===== config.mk =====
export PLATFORM = sky130hd
export DESIGN_NAME = i2c_byte_master
export DESIGN_NICKNAME = d
export VERILOG_FILES = /design/src/rtl/i2c_byte_master.sv
export SDC_FILE = /design/constraint.sdc
export NUM_CORES = 1
export LEC_CHECK = 0
export CORE_ASPECT_RATIO = 0.6
export CORE_MARGIN = 3
export CORE_UTILIZATION = 40
export DETAILED_ROUTE_END_ITERATION = 8
export PLACE_DENSITY = 0.62
export SYNTH_ARGS = -nofsm -noshare
export SYNTH_HDL_FRONTEND = slang
export SYNTH_SLANG_ARGS = --single-unit
export TNS_END_PERCENT = 50

===== constraint.sdc =====
create_clock -name clk_i -period 2.9 [get_ports clk_i]
set_clock_uncertainty 0.05 [all_clocks]
set_input_delay 0.58 -clock clk_i [delete_from_list [all_inputs] [get_ports clk_i]]
set_output_delay 0.58 -clock clk_i [all_outputs]
set_load 0.01 [all_outputs]

===== src/rtl/i2c_byte_master.sv =====
// i2c_byte_master: byte-level I2C master. Issues START, STOP, WRITE and
// READ_ACK/READ_NACK bus sequences, one command at a time, and returns one
// response per accepted command. Each bus bit is four phases of CLK_DIV clocks.
// Optional build macro I2C_MASTER_CLK_STRETCH_EN adds slave clock stretching
// (the SCL-high phase P1 is frozen while a slave holds SCL low).
module i2c_byte_master #(
    parameter int unsigned CLK_DIV = 250
) (
    input  logic       clk_i,
    input  logic       rst_i,
    input  logic       cmd_valid_i,
    output logic       cmd_ready_o,
    input  logic [2:0] cmd_i,
    input  logic [7:0] wdata_i,
    output logic       rsp_valid_o,
    output logic [7:0] rsp_data_o,
    output logic       rsp_ack_o,
    output logic       rsp_err_o,
    output logic       scl_o,
    output logic       sda_o,
    input  logic       scl_i,
    input  logic       sda_i,
    output logic       busy_o
);

    localparam logic [15:0] RELOAD   = 16'(CLK_DIV - 1);
    localparam logic [2:0]  OP_START = 3'b000;
    localparam logic [2:0]  OP_STOP  = 3'b001;
    localparam logic [2:0]  OP_WRITE = 3'b010;
    localparam logic [2:0]  OP_RACK  = 3'b011;
    localparam logic [2:0]  OP_RNACK = 3'b100;

    typedef enum logic [3:0] {
        S_IDLE, S_START, S_STOP, S_WBIT, S_WACK, S_RBIT, S_RACK, S_HOLD, S_RESP
    } state_t;

    state_t      state_q, state_d;
    logic [15:0] cnt_q;
    logic [1:0]  phase_q;
    logic [2:0]  bit_q;
    logic [7:0]  shift_q;
    logic        ack_q, nack_q, is_wr_q, is_rd_q, err_q, busy_q;
    logic        rsp_valid_q, rsp_ack_q, rsp_err_q;
    logic [7:0]  rsp_data_q;
    logic        freeze, phase_end, last_phase, scl_mid;
    logic        accept, cmd_err, cmd_go, on_bus;

`ifdef I2C_MASTER_CLK_STRETCH_EN
    // A slave holding SCL low while we release it stalls the high phase.
    assign freeze = (phase_q == 2'd1) && scl_o && !scl_i;
`else
    logic unused_scl;
    assign unused_scl = scl_i;
    assign freeze     = 1'b0;
`endif

    assign phase_end   = (cnt_q == 16'd0) && !freeze;
    assign last_phase  = phase_end && (phase_q == 2'd3);
    assign scl_mid     = phase_q[0] ^ phase_q[1];
    assign cmd_ready_o = (state_q == S_IDLE) || (state_q == S_HOLD);
    assign accept      = cmd_valid_i && cmd_ready_o;
    // Only START is meaningful on a free bus; opcodes above READ_NACK never are.
    assign cmd_err     = (state_q == S_IDLE) ? (cmd_i != OP_START) : (cmd_i > OP_RNACK);
    assign cmd_go      = accept && !cmd_err;
    assign on_bus      = (state_q != S_IDLE) && (state_q != S_HOLD) && (state_q != S_RESP);

    assign rsp_valid_o = rsp_valid_q;
    assign rsp_data_o  = rsp_data_q;
    assign rsp_ack_o   = rsp_ack_q;
    assign rsp_err_o   = rsp_err_q;
    assign busy_o      = busy_q;

    // Next-state selection and open-drain line levels for each state/phase.
    always_comb begin
        state_d = state_q;
        scl_o   = 1'b1;
        sda_o   = 1'b1;
        unique case (state_q)
            S_IDLE: begin
                if (accept) state_d = cmd_err ? S_RESP : S_START;
            end
            S_HOLD: begin
                scl_o = 1'b0;
                sda_o = 1'b0;
                if (accept) begin
                    if (cmd_err) state_d = S_RESP;
                    else begin
                        case (cmd_i)
                            OP_START: state_d = S_START;
                            OP_STOP:  state_d = S_STOP;
                            OP_WRITE: state_d = S_WBIT;
                            default:  state_d = S_RBIT;
                        endcase
                    end
                end
            end
            S_START: begin
                scl_o = scl_mid;
                sda_o = (phase_q < 2'd2);
                if (last_phase) state_d = S_RESP;
            end
            S_STOP: begin
                scl_o = (phase_q != 2'd0);
                sda_o = (phase_q >= 2'd2);
                if (last_phase) state_d = S_RESP;
            end
            S_WBIT: begin
                scl_o = scl_mid;
                sda_o = shift_q[7];
                if (last_phase && bit_q == 3'd7) state_d = S_WACK;
            end
            S_WACK: begin
                scl_o = scl_mid;
                if (last_phase) state_d = S_RESP;
            end
            S_RBIT: begin
                scl_o = scl_mid;
                if (last_phase && bit_q == 3'd7) state_d = S_RACK;
            end
            S_RACK: begin
                scl_o = scl_mid;
                sda_o = nack_q;
                if (last_phase) state_d = S_RESP;
            end
            S_RESP: begin
                // Lines keep the level of the state we return to.
                scl_o   = ~busy_q;
                sda_o   = ~busy_q;
                state_d = busy_q ? S_HOLD : S_IDLE;
            end
            default: state_d = S_IDLE;
        endcase
    end

    // Control state: FSM, phase timing, bus ownership and response registers.
    always_ff @(posedge clk_i or negedge rst_i) begin
        if (!rst_i) begin
            state_q     <= S_IDLE;
            cnt_q       <= 16'd0;
            phase_q     <= 2'd0;
            bit_q       <= 3'd0;
            ack_q       <= 1'b0;
            nack_q      <= 1'b0;
            is_wr_q     <= 1'b0;
            is_rd_q     <= 1'b0;
            err_q       <= 1'b0;
            busy_q      <= 1'b0;
            rsp_valid_q <= 1'b0;
            rsp_ack_q   <= 1'b0;
            rsp_err_q   <= 1'b0;
            rsp_data_q  <= 8'h00;
        end else begin
            state_q     <= state_d;
            rsp_valid_q <= 1'b0;
            if (accept) begin
                err_q   <= cmd_err;
                is_wr_q <= cmd_go && (cmd_i == OP_WRITE);
                is_rd_q <= cmd_go && ((cmd_i == OP_RACK) || (cmd_i == OP_RNACK));
                nack_q  <= (cmd_i == OP_RNACK);
                ack_q   <= 1'b0;
                cnt_q   <= RELOAD;
                phase_q <= 2'd0;
                bit_q   <= 3'd0;
            end else if (on_bus) begin
                if (phase_end) begin
                    cnt_q   <= RELOAD;
                    phase_q <= phase_q + 2'd1;
                    if (phase_q == 2'd3) bit_q <= bit_q + 3'd1;
                end else if (!freeze) begin
                    cnt_q <= cnt_q - 16'd1;
                end
                if (state_q == S_WACK && phase_end && phase_q == 2'd1) ack_q <= ~sda_i;
                if (state_q == S_START && last_phase) busy_q <= 1'b1;
                if (state_q == S_STOP && last_phase) busy_q <= 1'b0;
            end
            if (state_q == S_RESP) begin
                rsp_valid_q <= 1'b1;
                rsp_err_q   <= err_q;
                rsp_ack_q   <= is_wr_q & ack_q;
                if (is_rd_q) rsp_data_q <= shift_q;
            end
        end
    end

    // Byte shifter: loads write data, shifts out after each bit, samples reads in P1.
    always_ff @(posedge clk_i) begin
        if (cmd_go && cmd_i == OP_WRITE) shift_q <= wdata_i;
        else if (state_q == S_WBIT && last_phase) shift_q <= {shift_q[6:0], 1'b0};
        else if (state_q == S_RBIT && phase_end && phase_q == 2'd1) shift_q <= {shift_q[6:0], sda_i};
    end

endmodule


==> impl_metrics.tcl, run 1 <==
set metrics [dict create \
    rsz0062_at_grt "no" \
    outcome "finished, final reports clean" \
    gr-usage-all-layers 0.181 \
    crit_arrival_ns 2.10 \
    period_needed_ns 2.73 \
    antenna_found_initial 0 \
    cp_max_fo 14 \
    postSynth.asyncResetShare 0.840 \
    clk_pin_slew_ns 0.07 \
    relSlewSlack 0.583 \
    vias 2315 \
    synth_enable_flop_cells 8 \
    detail-route-antenna-nets 0 \
    hold_viol_final 0 \
    yosys_most_used_dff "dfrtp_1" \
    rr_endpoint "state_q[3]" \
    power_leakage_nw 1.44 \
    drv_slew 0 \
    synthDistinctLibCells 59 \
    place_congestion 0.832 \
    placement.cell_area_sq_um 3280 \
    r2r-start "cnt_q[10]" \
    clk_latency_ns 0.30 \
    startpoint "state_q[1]" \
    postLayoutCellArea_sq_um 3450 \
    vias_per_cell 5.63 \
    cts_buffer_depth 2 \
    seqCellArea_sq_um 1290 \
    synth_fa_ha_area_frac 0.0353 \
    initialDrtViolationCount 194 \
    synth_top_area_share 0.370 \
    grt_max_degree 24 \
    grt_pass1_wl_um 11500 \
    grt_pass1_vias 2159 \
    yosysWarnings 0 \
    root_buffer "clkbuf_16" \
    finalCritPeriodShare 0.940 \
    ys_ff_latch 50 \
    drtPass1Iterations 4 \
    maxCapViolCount 0 \
    cp-start-kind "flip-flop" \
    cts_buffers 5 \
    synth.area.top_cells "dfrtp_1 (37%), edfxtp_1 (8.5%), mux2_2 (6.7%)" \
    yosysMostFrequentCell "dfrtp_1" \
    core_sq_um 6760 \
    synth_top_family_by_area "simple AND/OR/NAND/NOR gates" \
    synth_compound_area_frac 0.171 \
    powerDensity_nw_per_um2 887 \
    drive_above_1_share 0.170 \
    multi_input_area_sq_um 1440 \
    vdd_ir_drop_max_mv 0.513 \
    n_antenna_cell 0 \
    reg2reg_slack_ns 0.43 \
    reg2reg_depth 4 \
    syn_area_per_cell_sq_um 9.96 \
    die_h_um 71.3 \
    rows 23 \
    drt-total-wl_um 6980 \
    hpwl_um 5110 \
    gr-total-overflow 0 \
    synthToLayoutAreaGrowth_pct 21.7 \
    worst_setup_path_end_kind "output pin" \
    yosys.area_share.xor_xnor 0.00617 \
    die_x_um 115 \
    hold_class "primary input to asynchronous set/reset pin" \
    crit_type "flip-flop to output pin" \
    h-tree-depth 2 \
    ys_seq_area_frac 0.455 \
    cts_sinks 50 \
    cts_tree "done" \
    start_util 0.420 \
    synth_area_sq_um 2840 \
    max_freq_ghz 0.367 \
    synthSimpleGateAreaFrac 0.214 \
    cts_hold_buf 0 \
    synth.area.mux_share 0.0815 \
    finalNetCount 347 \
    die_area_sq_um 8180 \
    fin_util 0.511 \
    drc_errors 0 \
    wire_per_inst_um 17.0 \
    synth_top_cell_by_area "dfrtp_1" \
    ios 31 \
    n_fill_cell 586 \
    synthesis.nets 309 \
    tns_ns 0 \
    worst_slew_pin_slew_ns 0.620 \
    worstPathRequired_ns 2.27 \
    io_buffers 29 \
    finalSetupViolations 0 \
    syn_inst 285 \
    yosys-top-cells-count "dfrtp_1 (42), o21ai_0 (25), nor2_1 (23)" \
]
==> state kept, by name (all words and copies together), names as in the netlist, 2 cells and up <==
signal	count
bit_q	3
cnt_q	16
phase_q	2
rsp_data_o	8
state_q	4
shift_q	8
==> cell families after synthesis <==
family | after synthesis
flops | 50
fa+ha+maj | 8
compound gates | 72
mux | 21
xor+xnor | 2
buf+inv | 25
simple gates | 107
==> what timing repair did <==
item | CTS | global route
resized for setup | 0 | 2
setup buffers | 0 | 0
setup endpoints to repair | 0 | 2
==> critical path, cell delays in order, from the launching register on <==
cell	delay [ns]
dfrtp_1	0.53
buf_4	0.26
and3_1	0.20
o21ai_0	0.22
clkdlybuf4s50_1	0.58
==> final cells by class <==
| class | count | share of cell area |
|---|---|---|
| multi-input combinational | 210 | 0.418 |
| timing repair buffer | 43 | 0.113 |
| clock inverter | 3 | 0.0130 |
| tap | 87 | 0.0315 |
| inverter | 13 | 0.0141 |
| clock buffer | 5 | 0.0362 |
| sequential | 50 | 0.375 |
==> where the power goes <==
group	internal, mW	switching [mW]	total [mW]
logic	0.605	0.721	1.33
registers	0.873	0.182	1.06
clock network	0.407	0.276	0.683
==> routing by layer <==
metal  share of wire  up-vias  track usage  routed length (um)
met3           0.051        7       0.0439                 355
met4          0.0093        0       0.0469                  65
met1            0.57     1127        0.305                3950
li1                -     1135            -                   -
met5               0        -            0                   0
met2            0.37       46        0.224                2620
==> through the flow <==
stage                     hold slack, ns  instances  setup slack [ns]  total power [mW]
after floorplan                    0.234        285             0.840              1.84
after global placement             0.409        403             0.353              2.37
after detailed placement           0.413        403             0.372              2.38
after CTS                          0.249        411             0.109              3.07
after global routing               0.259        411            0.0371              3.26
final                              0.222        411             0.174              3.06
==> how the worst max path moves through the flow <==
| stage | endpoint | cells after the start |
|---|---|---|
| 2_1_floorplan | shift_q[1] | 5 |
| 6_report | scl_o | 4 |
| 3_5_place_dp | cnt_q[2] | 7 |
| 3_3_place_gp | shift_q[0] | 5 |
| 5_1_grt | scl_o | 5 |
| 4_1_cts | sda_o | 6 |
==> cells in the final DEF, fill, tap and decap left out, types with 2 or more instances in the layout <==
cell type         n
nor2b_1           2
nand2_1          22
nand2b_1          2
a31oi_1           6
nand3_1          10
buf_4            14
o21a_1            2
dfrtp_1          40
edfxtp_1          8
nor2_1           23
o31ai_1           5
clkinvlp_4        2
inv_1            13
nor3_1            9
or4_1             4
o41ai_1           3
a22o_1            2
o21ai_0          25
mux2i_1           4
a21oi_1          13
mux2_2           17
dfrtp_2           2
or3_1             6
nand4_1           5
a21o_1            2
clkbuf_16         5
o22a_1            2
and3_1            3
clkdlybuf4s50_1  28
nor3b_1           2
nor4_1            5
a211oi_1          2
ha_1              8
Power figures use the tool's default switching activity.
==> run 2: changes to the inputs <==
- ABC_AREA: default -> 1
- CAP_MARGIN: default -> 25
- clock period: 2.9 -> 2.84 ns (I/O delays scaled with it)
==> impl_metrics.tcl, run 2 <==
set metrics [dict create \
    outcome "finished, final reports clean" \
    synth_top_area_share 0.374 \
    relSlewSlack 0.656 \
    gr-usage-all-layers 0.173 \
    cts_buffer_depth 2 \
    synthDistinctLibCells 32 \
    cts_buffers 5 \
    die_x_um 114 \
    cts_sinks 50 \
    synth_area_sq_um 2810 \
    hpwl_um 5110 \
    maxCapViolCount 0 \
    clk_latency_ns 0.30 \
    vdd_ir_drop_max_mv 0.394 \
    switching_share 0.364 \
    place_congestion 0.888 \
    max_freq_ghz 0.365 \
    antenna_found_initial 0 \
    gr-total-overflow 0 \
    rsz0062_at_grt "no" \
    cts_hold_buf 0 \
    drt-total-wl_um 6780 \
    worst_setup_path_end_kind "output pin" \
    io_buffers 29 \
    cp-start-kind "flip-flop" \
    yosysWarnings 0 \
    clk_pin_slew_ns 0.07 \
    yosysMostFrequentCell "nand2_1" \
    cts_resized 0 \
    core_sq_um 6440 \
    finalSetupViolations 0 \
    final_cells 469 \
    tns_ns 0 \
    worst_slew_pin_slew_ns 0.516 \
    internal_power_mw 1.61 \
    synthToLayoutAreaGrowth_pct 21.6 \
    p_switching_uw 923 \
    cts_tree "done" \
    crit_arrival_ns 2.12 \
    worstPathRequired_ns 2.22 \
    n_fill_cell 601 \
    crit_type "flip-flop to output pin" \
    postCtsSetupBuffers 0 \
    hold_viol_final 0 \
    final_cell_mix "nand2_1 (89), dfrtp_1 (40), inv_1 (38)" \
    grt_pass1_wl_um 10900 \
    reg2reg_depth 7 \
    multi_input_area_sq_um 1360 \
    syn_area_per_cell_sq_um 8.11 \
    grt_max_degree 43 \
    seqCellArea_sq_um 1290 \
    regMostFlops "cnt_q" \
    finalNetCount 408 \
    cp_max_fo 5 \
    n_antenna_cell 0 \
    h-tree-depth 2 \
    synth_top_cell_by_area "dfrtp_1" \
    final_common_cell "nand2_1" \
    die_h_um 70.9 \
    die_area_sq_um 8090 \
    ys_seq_area_frac 0.460 \
    start_util 0.436 \
    powerDensity_nw_per_um2 742 \
    synthesis.nets 370 \
    root_buffer "clkbuf_16" \
    rows 22 \
    yosys_most_used_dff "dfrtp_1" \
    ys_ff_latch 50 \
    detail-route-antenna-nets 0 \
    yosys-top-cells-count "nand2_1 (90), dfrtp_1 (42), inv_1 (39)" \
    initialDrtViolationCount 166 \
    vias_per_cell 5.20 \
    drtPass1Iterations 5 \
    comb_power_share 0.364 \
    grt_pass1_vias 2108 \
    synth_enable_flop_cells 8 \
    period_needed_ns 2.74 \
    drive_above_1_share 0.132 \
    hold_class "primary input to asynchronous set/reset pin" \
    postSynth.asyncResetShare 0.840 \
    largest_reg_flops 16 \
    vias 2441 \
    power_leakage_nw 1.62 \
    finalCritPeriodShare 0.966 \
    synth.area.top_cells "dfrtp_1 (37%), nand2_1 (12%), edfxtp_1 (8.6%)" \
    placed_cells 460 \
    pwr-share-clk 0.249 \
    wire_per_inst_um 14.5 \
    drc_errors 0 \
    p_seq_frac 0.387 \
    syn_inst 346 \
    drv_slew 0 \
    ios 31 \
]
==> run 2: cell types whose count changed after synthesis, moves of 7 or more <==
| cell | previous run | this run |
|---|---|---|
| mux2_2 | 17 | 7 |
| o21ai_0 | 25 | 16 |
| nand2_1 | 22 | 90 |
| nand2_2 | 0 | 7 |
| nor3_1 | 9 | 2 |
| inv_1 | 13 | 39 |
| nand3_1 | 10 | 35 |
| nor2_1 | 23 | 37 |
==> run 2: routing by layer <==
layer | global-route usage | share of wire | vias up
met5 | 0 | 0 | -
met4 | 0.0474 | 0.011 | 0
met3 | 0.0419 | 0.070 | 8
met2 | 0.202 | 0.38 | 83
met1 | 0.297 | 0.53 | 1145
li1 | - | - | 1205
==> run 2: final timing paths <==
kind | slack, ns | startpoint | endpoint
max | 0.1 | state_q[2] | scl_o
min | 0.19 | rst_i | cnt_q[11]
max reg2reg | 0.69 | cnt_q[6] | shift_q[5]
min reg2reg | 0.43 | is_wr_q | is_wr_q
max in group asynchronous | 2.07 | rst_i | cnt_q[12]
min in group clk_i | 0.43 | is_wr_q | is_wr_q
==> run 2: logic make-up after synthesis <==
kind of cell | synth area share
and+or+nand+nor | 0.324
DFF | 0.460
buffers and inverters | 0.0637
adders and majority gates | 0.0357
xor gates and xnor gates | 0.0218
AOI/OAI and AO/OA | 0.0664
muxes | 0.0281
==> run 2: area by class of cell <==
type | instances | area share
multi-input combinational | 252 | 0.399
sequential | 50 | 0.379
timing repair buffer | 34 | 0.100
inverter | 41 | 0.0455
clock buffer | 5 | 0.0367
tap | 84 | 0.0308
clock inverter | 3 | 0.00843
==> run 2: stage by stage <==
stage          instance area (sq um)  setup slack, ns  utilization  hold slack (ns)  power (mW)
3_5_place_dp                    3200            0.309        0.497            0.419        1.90
4_1_cts                         3360          0.00639        0.521            0.411        2.54
2_1_floorplan                   2810             1.00            -            0.222        1.51
3_3_place_gp                    3200            0.310        0.497            0.416        1.89
5_1_grt                         3410          0.00545        0.530            0.229        2.69
6_report                        3410           0.0972        0.530            0.186        2.53
==> run 2: worst max-delay path: stages (launching register included) <==
cell             delay (ns)
dfrtp_1                0.47
inv_2                  0.11
nor2_4                 0.13
nand3_1                0.18
nand2_1                0.18
o21ai_0                0.10
nand3b_1               0.11
clkdlybuf4s50_1        0.54
==> run 2: power by group through the flow <==
stage / logic, mW / registers [mW] / clock network (mW)
after floorplan: 0.512 / 1.00 / 0
final: 0.922 / 0.980 / 0.631
after detailed placement: 0.909 / 0.988 / 0
after CTS: 0.912 / 0.977 / 0.649
after global routing: 1.02 / 1.00 / 0.676
after global placement: 0.903 / 0.985 / 0
==> run 3: changes to the inputs <==
- CTS_BUF_LIST: default -> sky130_fd_sc_hd__clkbuf_2
==> impl_metrics.tcl, run 3 (synthesis gave the netlist of run 2 again) <==
set metrics [dict create \
    drc_errors 0 \
    worst_slew_pin_slew_ns 0.522 \
    outcome "finished, final reports clean" \
    power_leakage_nw 1.61 \
    worstPathRequired_ns 2.22 \
    rr_endpoint "shift_q[4]" \
    wire_per_inst_um 14.4 \
    comb_power_share 0.416 \
    final_cell_mix "nand2_1 (89), dfrtp_1 (39), inv_1 (38)" \
    drt-total-wl_um 6810 \
    grt_max_degree 43 \
    cts_buffers 5 \
    hold_depth 2 \
    root_buffer "clkbuf_2" \
    relSlewSlack 0.652 \
    gr-total-overflow 0 \
    hold_viol_final 0 \
    ios 31 \
    worst_setup_path_end_kind "output pin" \
    vias 2415 \
    hpwl_um 5110 \
    worstPathBufferInverterCount 3 \
    worstPathCellList "buf_4 -> nand2_1 -> nor2_2 -> inv_1 -> nand2_1 -> o21ai_0 -> nand3b_1 -> dlygate4sd2_1" \
    switching_share 0.402 \
    cp-start-kind "flip-flop" \
    vdd_ir_drop_max_mv 0.337 \
    slowest_delay_ns 0.51 \
    max_freq_ghz 0.371 \
    drv_slew 0 \
    placement.cell_area_sq_um 3200 \
    layout_setup_ws_ns 0.141 \
    cp_slowest_cell "dfrtp_2" \
    reg2reg_depth 7 \
    finalNetCount 412 \
    postLayoutCellArea_sq_um 3360 \
    n_antenna_cell 0 \
    largest_reg_flops 16 \
    pwr-share-clk 0.153 \
    fin_util 0.521 \
    maxCapViolCount 0 \
    critPathMostFrequentCell "nand2_1" \
    hold_end "is_wr_q" \
    crit_arrival_ns 2.08 \
    rsz0062_at_grt "no" \
    start_util 0.436 \
    final_common_cell "nand2_1" \
    finalCritPeriodShare 0.950 \
    rows 22 \
    cts_buffer_depth 2 \
    r2r-start "cnt_q[7]" \
    startpoint "state_q[0]" \
    worstHoldStart "is_wr_q" \
    die_x_um 114 \
    reg2reg_slack_ns 0.69 \
    crit_type "flip-flop to output pin" \
    hold_class "flip-flop to flip-flop" \
    p_switching_uw 906 \
    drtPass1Iterations 4 \
    synthToLayoutAreaGrowth_pct 19.5 \
    grt_pass1_wl_um 11100 \
    cp_num_cells 8 \
    p_seq_frac 0.431 \
    initialDrtViolationCount 172 \
    grt_pass1_vias 2155 \
    vias_per_cell 5.11 \
    post-place-ws_ns 0.309 \
    gr-usage-all-layers 0.175 \
    antenna_found_initial 0 \
    cts_tree "done" \
    regMostFlops "cnt_q" \
    powerDensity_nw_per_um2 672 \
    clk_latency_ns 0.48 \
    clk_pin_slew_ns 0.30 \
    io_buffers 29 \
    finalSetupViolations 0 \
    detail-route-antenna-nets 0 \
    drive_above_1_share 0.147 \
    h-tree-depth 2 \
    die_h_um 70.9 \
    period_needed_ns 2.70 \
    die_area_sq_um 8090 \
    core_sq_um 6440 \
    cpLargestDelayFamily "buffers and inverters" \
    place_congestion 0.888 \
    cp_max_fo 4 \
    internal_power_mw 1.35 \
    cts_sinks 50 \
]
==> run 3: changes by cell type in the layout (fill, tap and decap cells not counted), sizes merged <==
| cell | change |
|---|---|
| dlygate4sd3 | +1 |
| dlygate4sd2 | +1 |
| clkdlybuf4s50 | -2 |
| buf | +3 |
| dlymetal6s2s | +1 |
==> run 3: layer usage <==
metal,GRT usage,routed length (um)
met4,0.0395,61
met5,0,0
met2,0.211,2600
met3,0.0419,469
met1,0.300,3680
==> run 3: layout make-up <==
class / instances / area, sq um
tap: 84 / 105
timing repair buffer: 38 / 377
sequential: 50 / 1290
clock inverter: 3 / 28.8
multi-input combinational: 252 / 1370
inverter: 41 / 155
fill: 611 / 3090
clock buffer: 5 / 25.0
==> run 3: metrics by stage <==
| step | hold slack, ns | TNS, ns | cells | total power [mW] |
|---|---|---|---|---|
| 6_report | 0.473 | 0 | 473 | 2.25 |
| 4_1_cts | 0.157 | -0.0767 | 471 | 2.26 |
| 2_1_floorplan | 0.222 | 0 | 346 | 1.51 |
| 3_5_place_dp | 0.419 | 0 | 460 | 1.90 |
| 3_3_place_gp | 0.416 | 0 | 460 | 1.89 |
| 5_1_grt | 0.517 | 0 | 473 | 2.41 |
==> run 3: worst register-to-register path: cells and delay by family (launching register included) <==
family | cells | cell delay (ns)
flip-flops | 1 | 0.47
AND/OR/NAND/NOR | 7 | 1.30
==> run 3: repair_timing <==
item / in CTS / in global routing
hold buffers: 0 / 1
gates resized for setup: 12 / 3
endpoints found under the setup margin: 2 / 1
hold endpoints to repair: 0 / 19
gates cloned: 0 / 0
setup buffers: 3 / 0
==> run 3: worst max path at each step <==
stage	end	slack (ns)
6_report	scl_o	0.14
5_1_grt	scl_o	0.05
4_1_cts	sda_o	-0.08
3_5_place_dp	shift_q[1]	0.31
3_3_place_gp	scl_o	0.31
2_1_floorplan	shift_q[0]	1.00
==> run 3: power by group through the flow <==
stage	combinational [mW]	sequential, mW	clock, mW
after floorplan	0.512	1.00	0
after global placement	0.903	0.985	0
after detailed placement	0.909	0.988	0
after CTS	0.935	0.970	0.353
after global routing	1.04	0.993	0.385
final	0.938	0.971	0.346
